## src/rtl/mwb_stage_if.sv

```systemverilog
// Data-cache request/response channel between mwb_stage (master) and the data cache (slave).
interface mwb_stage_if;
   logic        req_valid;
   logic        req_ready;
   logic [31:0] addr;
   logic [3:0]  we;
   logic [31:0] din;
   logic        resp_valid;
   logic [31:0] dout;

   modport master (
      output req_valid, addr, we, din,
      input  req_ready, resp_valid, dout
   );

   modport slave (
      input  req_valid, addr, we, din,
      output req_ready, resp_valid, dout
   );
endinterface

```

## src/rtl/mwb_stage.sv

```systemverilog
// RV32I memory/writeback stage: dcache request FSM, load alignment, register-file write, tohost CSR.
// Optional macro MWB_PERF_CNT_EN adds instret_cnt / stall_cnt outputs.
module mwb_stage #(
   parameter logic [31:0] NOP_INST   = 32'h0000_0013,
   parameter logic [11:0] TOHOST_CSR = 12'h51E
) (
   input  logic        clk,
   input  logic        reset,
   input  logic [31:0] x_inst,
   input  logic [31:0] x_alu_out,
   input  logic [31:0] x_pc_plus4,
   input  logic [31:0] x_store_data,
   input  logic [31:0] x_csr_data,
   mwb_stage_if.master dcache,
   output logic        stall,
   output logic [31:0] mwb_inst,
   output logic        wb_we,
   output logic [4:0]  wb_rd,
   output logic [31:0] wb_data,
   output logic [31:0] csr_tohost
`ifdef MWB_PERF_CNT_EN
   ,
   output logic [31:0] instret_cnt,
   output logic [31:0] stall_cnt
`endif
);

   localparam logic [6:0] OPC_LOAD   = 7'b0000011;
   localparam logic [6:0] OPC_STORE  = 7'b0100011;
   localparam logic [6:0] OPC_OP     = 7'b0110011;
   localparam logic [6:0] OPC_OPIMM  = 7'b0010011;
   localparam logic [6:0] OPC_LUI    = 7'b0110111;
   localparam logic [6:0] OPC_AUIPC  = 7'b0010111;
   localparam logic [6:0] OPC_JAL    = 7'b1101111;
   localparam logic [6:0] OPC_JALR   = 7'b1100111;
   localparam logic [6:0] OPC_SYSTEM = 7'b1110011;

   typedef enum logic [1:0] {RUN, REQ, WAIT} state_t;

   state_t      state, state_nxt;
   logic [31:0] inst, alu_out, pc_plus4, store_data, csr_data;
   logic [6:0]  opcode;
   logic [2:0]  funct3;
   logic        is_load, is_store, is_mem, is_jump, writes_rd, is_tohost;
   logic        req_valid, complete;
   logic [7:0]  ld_byte;
   logic [15:0] ld_half;
   logic [31:0] ld_data;
   logic [3:0]  st_we;
   logic [31:0] st_din;

   assign opcode    = inst[6:0];
   assign funct3    = inst[14:12];
   assign is_load   = (opcode == OPC_LOAD);
   assign is_store  = (opcode == OPC_STORE);
   assign is_mem    = is_load | is_store;
   assign is_jump   = (opcode == OPC_JAL) | (opcode == OPC_JALR);
   assign writes_rd = is_load | is_jump | (opcode == OPC_OP) | (opcode == OPC_OPIMM) |
                      (opcode == OPC_LUI) | (opcode == OPC_AUIPC);
   assign is_tohost = (opcode == OPC_SYSTEM) && ((funct3 == 3'b001) || (funct3 == 3'b101)) &&
                      (inst[31:20] == TOHOST_CSR);

   always_ff @(posedge clk or posedge reset) begin
      if (reset) state <= RUN;
      else       state <= state_nxt;
   end

   always_comb begin
      state_nxt = state;
      case (state)
         RUN:  if (is_mem) state_nxt = dcache.req_ready ? (is_load ? WAIT : RUN) : REQ;
         REQ:  if (dcache.req_ready) state_nxt = is_load ? WAIT : RUN;
         WAIT: if (dcache.resp_valid) state_nxt = RUN;
         default: state_nxt = RUN;
      endcase
   end

   // A load never completes on acceptance; it completes on its response in WAIT.
   always_comb begin
      req_valid = 1'b0;
      complete  = 1'b0;
      case (state)
         RUN: begin
            req_valid = is_mem;
            complete  = !is_mem || (is_store && dcache.req_ready);
         end
         REQ: begin
            req_valid = 1'b1;
            complete  = is_store && dcache.req_ready;
         end
         WAIT:    complete = dcache.resp_valid;
         default: ;
      endcase
   end

   assign stall = is_mem && !complete;

   always_ff @(posedge clk or posedge reset) begin
      if (reset) begin
         inst       <= NOP_INST;
         alu_out    <= '0;
         pc_plus4   <= '0;
         store_data <= '0;
         csr_data   <= '0;
      end else if (!stall) begin
         inst       <= x_inst;
         alu_out    <= x_alu_out;
         pc_plus4   <= x_pc_plus4;
         store_data <= x_store_data;
         csr_data   <= x_csr_data;
      end
   end

   always_comb begin
      case (alu_out[1:0])
         2'd0:    ld_byte = dcache.dout[7:0];
         2'd1:    ld_byte = dcache.dout[15:8];
         2'd2:    ld_byte = dcache.dout[23:16];
         default: ld_byte = dcache.dout[31:24];
      endcase
      ld_half = alu_out[1] ? dcache.dout[31:16] : dcache.dout[15:0];
      case (funct3)
         3'b000:  ld_data = {{24{ld_byte[7]}}, ld_byte};
         3'b001:  ld_data = {{16{ld_half[15]}}, ld_half};
         3'b100:  ld_data = {24'd0, ld_byte};
         3'b101:  ld_data = {16'd0, ld_half};
         default: ld_data = dcache.dout;
      endcase
   end

   always_comb begin
      st_we  = 4'b0000;
      st_din = store_data;
      if (is_store) begin
         case (funct3[1:0])
            2'b00: begin
               st_we  = 4'b0001 << alu_out[1:0];
               st_din = {4{store_data[7:0]}};
            end
            2'b01: begin
               st_we  = 4'b0011 << {alu_out[1], 1'b0};
               st_din = {2{store_data[15:0]}};
            end
            default: st_we = 4'b1111;
         endcase
      end
   end

   assign dcache.req_valid = req_valid;
   assign dcache.addr      = {alu_out[31:2], 2'b00};
   assign dcache.we        = st_we;
   assign dcache.din       = st_din;

   assign mwb_inst = inst;
   assign wb_rd    = inst[11:7];
   assign wb_we    = complete && writes_rd && (inst[11:7] != 5'd0);
   assign wb_data  = is_load ? ld_data : (is_jump ? pc_plus4 : alu_out);

   always_ff @(posedge clk or posedge reset) begin
      if (reset)                      csr_tohost <= '0;
      else if (is_tohost && complete) csr_tohost <= csr_data;
   end

`ifdef MWB_PERF_CNT_EN
   always_ff @(posedge clk or posedge reset) begin
      if (reset) begin
         instret_cnt <= '0;
         stall_cnt   <= '0;
      end else begin
         if (complete && (inst != NOP_INST)) instret_cnt <= instret_cnt + 32'd1;
         if (stall)                          stall_cnt   <= stall_cnt + 32'd1;
      end
   end
`endif

endmodule

```

## src/flat_wrapper.sv

```systemverilog
// flat-port wrapper written by rule: the top's interface ports become plain ports
module mwb_stage_flat 
#(
   parameter logic [31:0] NOP_INST   = 32'h0000_0013,
   parameter logic [11:0] TOHOST_CSR = 12'h51E
)
  (clk, reset, x_inst, x_alu_out, x_pc_plus4, x_store_data, x_csr_data, stall, mwb_inst, wb_we, wb_rd, wb_data, csr_tohost, dcache_req_valid, dcache_addr, dcache_we, dcache_din, dcache_req_ready, dcache_resp_valid, dcache_dout);
  mwb_stage_if dcache_i ();
  input  logic clk;
  input  logic reset;
  input  logic [31:0] x_inst;
  input  logic [31:0] x_alu_out;
  input  logic [31:0] x_pc_plus4;
  input  logic [31:0] x_store_data;
  input  logic [31:0] x_csr_data;
  output logic stall;
  output logic [31:0] mwb_inst;
  output logic wb_we;
  output logic [4:0] wb_rd;
  output logic [31:0] wb_data;
  output logic [31:0] csr_tohost;
  output wire logic [$bits(dcache_i.req_valid)-1:0] dcache_req_valid;
  output wire logic [$bits(dcache_i.addr)-1:0] dcache_addr;
  output wire logic [$bits(dcache_i.we)-1:0] dcache_we;
  output wire logic [$bits(dcache_i.din)-1:0] dcache_din;
  input wire logic [$bits(dcache_i.req_ready)-1:0] dcache_req_ready;
  input wire logic [$bits(dcache_i.resp_valid)-1:0] dcache_resp_valid;
  input wire logic [$bits(dcache_i.dout)-1:0] dcache_dout;
  assign dcache_req_valid = dcache_i.req_valid;
  assign dcache_addr = dcache_i.addr;
  assign dcache_we = dcache_i.we;
  assign dcache_din = dcache_i.din;
  assign dcache_i.req_ready = dcache_req_ready;
  assign dcache_i.resp_valid = dcache_resp_valid;
  assign dcache_i.dout = dcache_dout;
  mwb_stage #(.NOP_INST(NOP_INST), .TOHOST_CSR(TOHOST_CSR)) u_core (.clk(clk), .reset(reset), .x_inst(x_inst), .x_alu_out(x_alu_out), .x_pc_plus4(x_pc_plus4), .x_store_data(x_store_data), .x_csr_data(x_csr_data), .dcache(dcache_i), .stall(stall), .mwb_inst(mwb_inst), .wb_we(wb_we), .wb_rd(wb_rd), .wb_data(wb_data), .csr_tohost(csr_tohost));
endmodule
```

## config.mk

```make
export PLATFORM = sky130hd
export DESIGN_NAME = mwb_stage_flat
export DESIGN_NICKNAME = d
export VERILOG_FILES = /design/src/rtl/mwb_stage_if.sv /design/src/rtl/mwb_stage.sv /design/src/flat_wrapper.sv
export SDC_FILE = /design/constraint.sdc
export NUM_CORES = 1
export LEC_CHECK = 0
export ABC_CLOCK_PERIOD_IN_PS = 10000
export BUFFER_PORTS_ARGS = -buffer_cell sky130_fd_sc_hd__buf_2
export CAP_MARGIN = 20
export CORE_ASPECT_RATIO = 0.5
export CORE_UTILIZATION = 26
export CTS_CLUSTER_SIZE = 12
export DETAILED_ROUTE_END_ITERATION = 12
export GPL_TIMING_DRIVEN = 1
export PLACE_DENSITY = 0.46
export RECOVER_POWER = 25
export SLEW_MARGIN = 0
export SYNTH_ARGS = -nofsm -noshare
export SYNTH_HDL_FRONTEND = slang
export SYNTH_SLANG_ARGS = --single-unit
```

## constraint.sdc

```tcl
create_clock -name clk -period 10 [get_ports clk]
set_input_delay 2 -clock clk [delete_from_list [all_inputs] [get_ports clk]]
set_output_delay 2 -clock clk [all_outputs]
set_load 0.05 [all_outputs]
```

==> results.toml <==
[run_status]
outcome = "finished, violations left"
violations = "capacitance limit, slew limit"

[clocking]
cts-hold-fix-buffers = 0
cts_tree = "yes"
cts_root_buffer = "clkbuf_16"
cts.repair.resized = 0
cts_setup_buffers = 0
cts.sinks = 194
numCtsBuffers = 17
cts_max_level = 4
clk_latency_ns = 0.46
cts.clk_slew.worst_paths_ns = 0.08
clock_path_buffers = 2

[synth]
synth_edf_count = 0
syn_avg_cell_area_um2 = 13.2
synth_area_leaders = "dfrtp_1 50%, mux2_2 21%, mux2i_1 5.0%, mux2_4 4.7%, buf_4 3.8%"
netlist_area_um2 = 9560
ys_ff_latch = 194
yosysWarnings = 0
synth_area_leader_cell = "dfrtp_1"
ys_seq_area_share_pct = 50.8
yosysTopAreaCellShare_pct = 50.0
synthCells = 724
synth_cell_types = 48
synth_top_flop_cell = "dfrtp_1"
async_reset_ff_share_pct = 100

[worst_setup_path]
crit_type = "input pin to primary output"
crit_required_ns = 8.00
end_kind = "primary output"
critical_path.max_fanout = 69
critPathLaunchType = "input pin"
cp_data_arrival_time_ns = 5.24
r2r_cells = 5
cp-startpoint = "dcache_req_ready"
worstReg2RegStart = "u_core.mwb_inst[5]$_DFFE_PP0N_"

[drt]
drc = 0
drtIter0Drc = 384
vias = 7035
postRouteAntennaNets = 0
routed_wl_um = 30600
first_pass_iters = 7
wl_per_cell_um = 20.0
via_per_inst = 4.60

[layout]
area_growth_pct = 26.9
nNetsFinal = 1221
drive_gt1_share_pct = 60.2
layout_commonest_cell = "buf_2"
layout_common_cells = "364 x buf_2, 191 x dfrtp_1, 174 x mux2_2"

[sta]
setup_viol = 0
finalCritPeriodShare_pct = 72.4
slew_viol_final = 155
slew_headroom_pct = -295
rsz0062_at_grt = "false"
fin_skew_ns = 0.0142
tightest_slew_ns = 5.89
finalHoldViolations = 0
min_period_ns = 7.24
max_freq_mhz = 138
whs_ns = 0.504
fin_tns_setup_ns = 0

[floorplan]
ioPinCount = 368
core-area_um2 = 36000
start_util_pct = 26.5
fp.dieH_um = 138
dieArea_um2 = 37600
die_x_um = 273
rows = 49

[pwr]
power_frac_seq_pct = 45.2
p_leak_nw = 5.73
clkPwrFrac_pct = 38.5
p_sw_uw = 610
pwr-share-comb_pct = 16.3
sw_frac_of_total_pct = 32.5
p_per_area_nw_per_um2 = 155
p_int_mw = 1.27
vdd_drop_max_v = 0.000101
power_mw = 1.88

[placement]
gp_congestion = 0.810
io_buffer_count = 365
dp_hpwl_um = 22500

[worst_hold_path]
worst_hold_path.num_cells = 1
hp-class = "register to register"
worstHoldStart = "u_core.mwb_inst[17]$_DFFE_PP0N_"

[global_routing]
grt_max_degree = 128
grt-ovfl-total = 0
antenna_found_initial = 4
grt_use_total_pct = 15.9
grt_pass1_wl_um = 44300
grt_pass1_vias = 7152

[flow_run]
drv_cap = 2
[kinds of logic after synthesis]
logic type,synth area share (%)
muxes,30.5
buffers and inverters,6.35
DFF,50.8
other,0.0392
and+or+nand+nor,4.88
AOI/OAI and AO/OA,7.40
[worst max-delay path, stage by stage]
cell	delay, ns
clkbuf_1	0.12
nand2_1	0.07
o211ai_1	1.83
inv_6	0.75
buf_2	0.45
[cells in the mapped netlist, drive strengths merged (4+ instances only)]
cell / count
a221oi: 24
buf: 71
a21oi: 39
dfrtp: 191
mux2i: 48
nor3: 7
nand2b: 5
mux2: 204
o22ai: 6
or3: 6
a211o: 6
and2: 5
a22o: 7
nand3: 4
inv: 8
nor2: 20
nor2b: 4
clkbuf: 22
nand2: 6
o21ai: 8
and3b: 8
[worst paths after layout]
path / to / slack [ns]
max: stall / 2.76
min reg2reg: u_core.mwb_inst[17]$_DFFE_PP0N_ / 0.50
min in group asynchronous: u_core.csr_data[27]$_DFFE_PP0N_ / 3.38
max reg2reg: u_core.alu_out[5]$_DFFE_PP0N_ / 5.62
min: u_core.mwb_inst[17]$_DFFE_PP0N_ / 0.50
max in group asynchronous: u_core.csr_tohost[9]$_DFFE_PP0P_ / 3.95
[power groups by stage]
stage	Sequential, mW	Clock, mW	Combinational [mW]
2_1_floorplan	0.879	0	0.200
3_3_place_gp	0.861	0	0.309
3_5_place_dp	0.863	0	0.311
4_1_cts	0.847	0.756	0.311
5_1_grt	0.854	0.779	0.326
6_report	0.848	0.722	0.306
[routing by layer]
| metal | part of all wire, % | track usage, % | routed length, um |
|---|---|---|---|
| met5 | 0 | 0 | 0 |
| met4 | 2.5 | 6.80 | 767 |
| met3 | 3.1 | 2.32 | 951 |
| met2 | 56 | 29.5 | 17100 |
| met1 | 38 | 18.3 | 11700 |
[per-stage QoR]
step	cell area (um2)	util (%)	worst slack, ns	cells
finish	12100	33.6	2.76	1528
floorplan	9560	-	2.72	725
detailed placement	11500	31.9	4.19	1490
global route	12100	33.6	2.37	1526
global placement	11500	31.9	4.23	1490
CTS	12100	33.7	4.19	1522
[flip-flops by register name, indices dropped and copies added, names as in the netlist]
signal / flops
u_core.state: 2
u_core.mwb_inst: 32
u_core.store_data: 32
u_core.alu_out: 32
u_core.pc_plus4: 32
u_core.csr_data: 32
u_core.csr_tohost: 32
[area by class of cell]
type / instances / area (um2)
multi-input combinational: 430 / 4090
antenna: 6 / 15.0
clock inverter: 15 / 200
clock buffer: 17 / 425
timing repair buffer: 374 / 1890
tap: 484 / 606
sequential: 194 / 4860
inverter: 8 / 36.3
fill: 3687 / 23900
No activity file was read; power rests on OpenSTA's default activity.
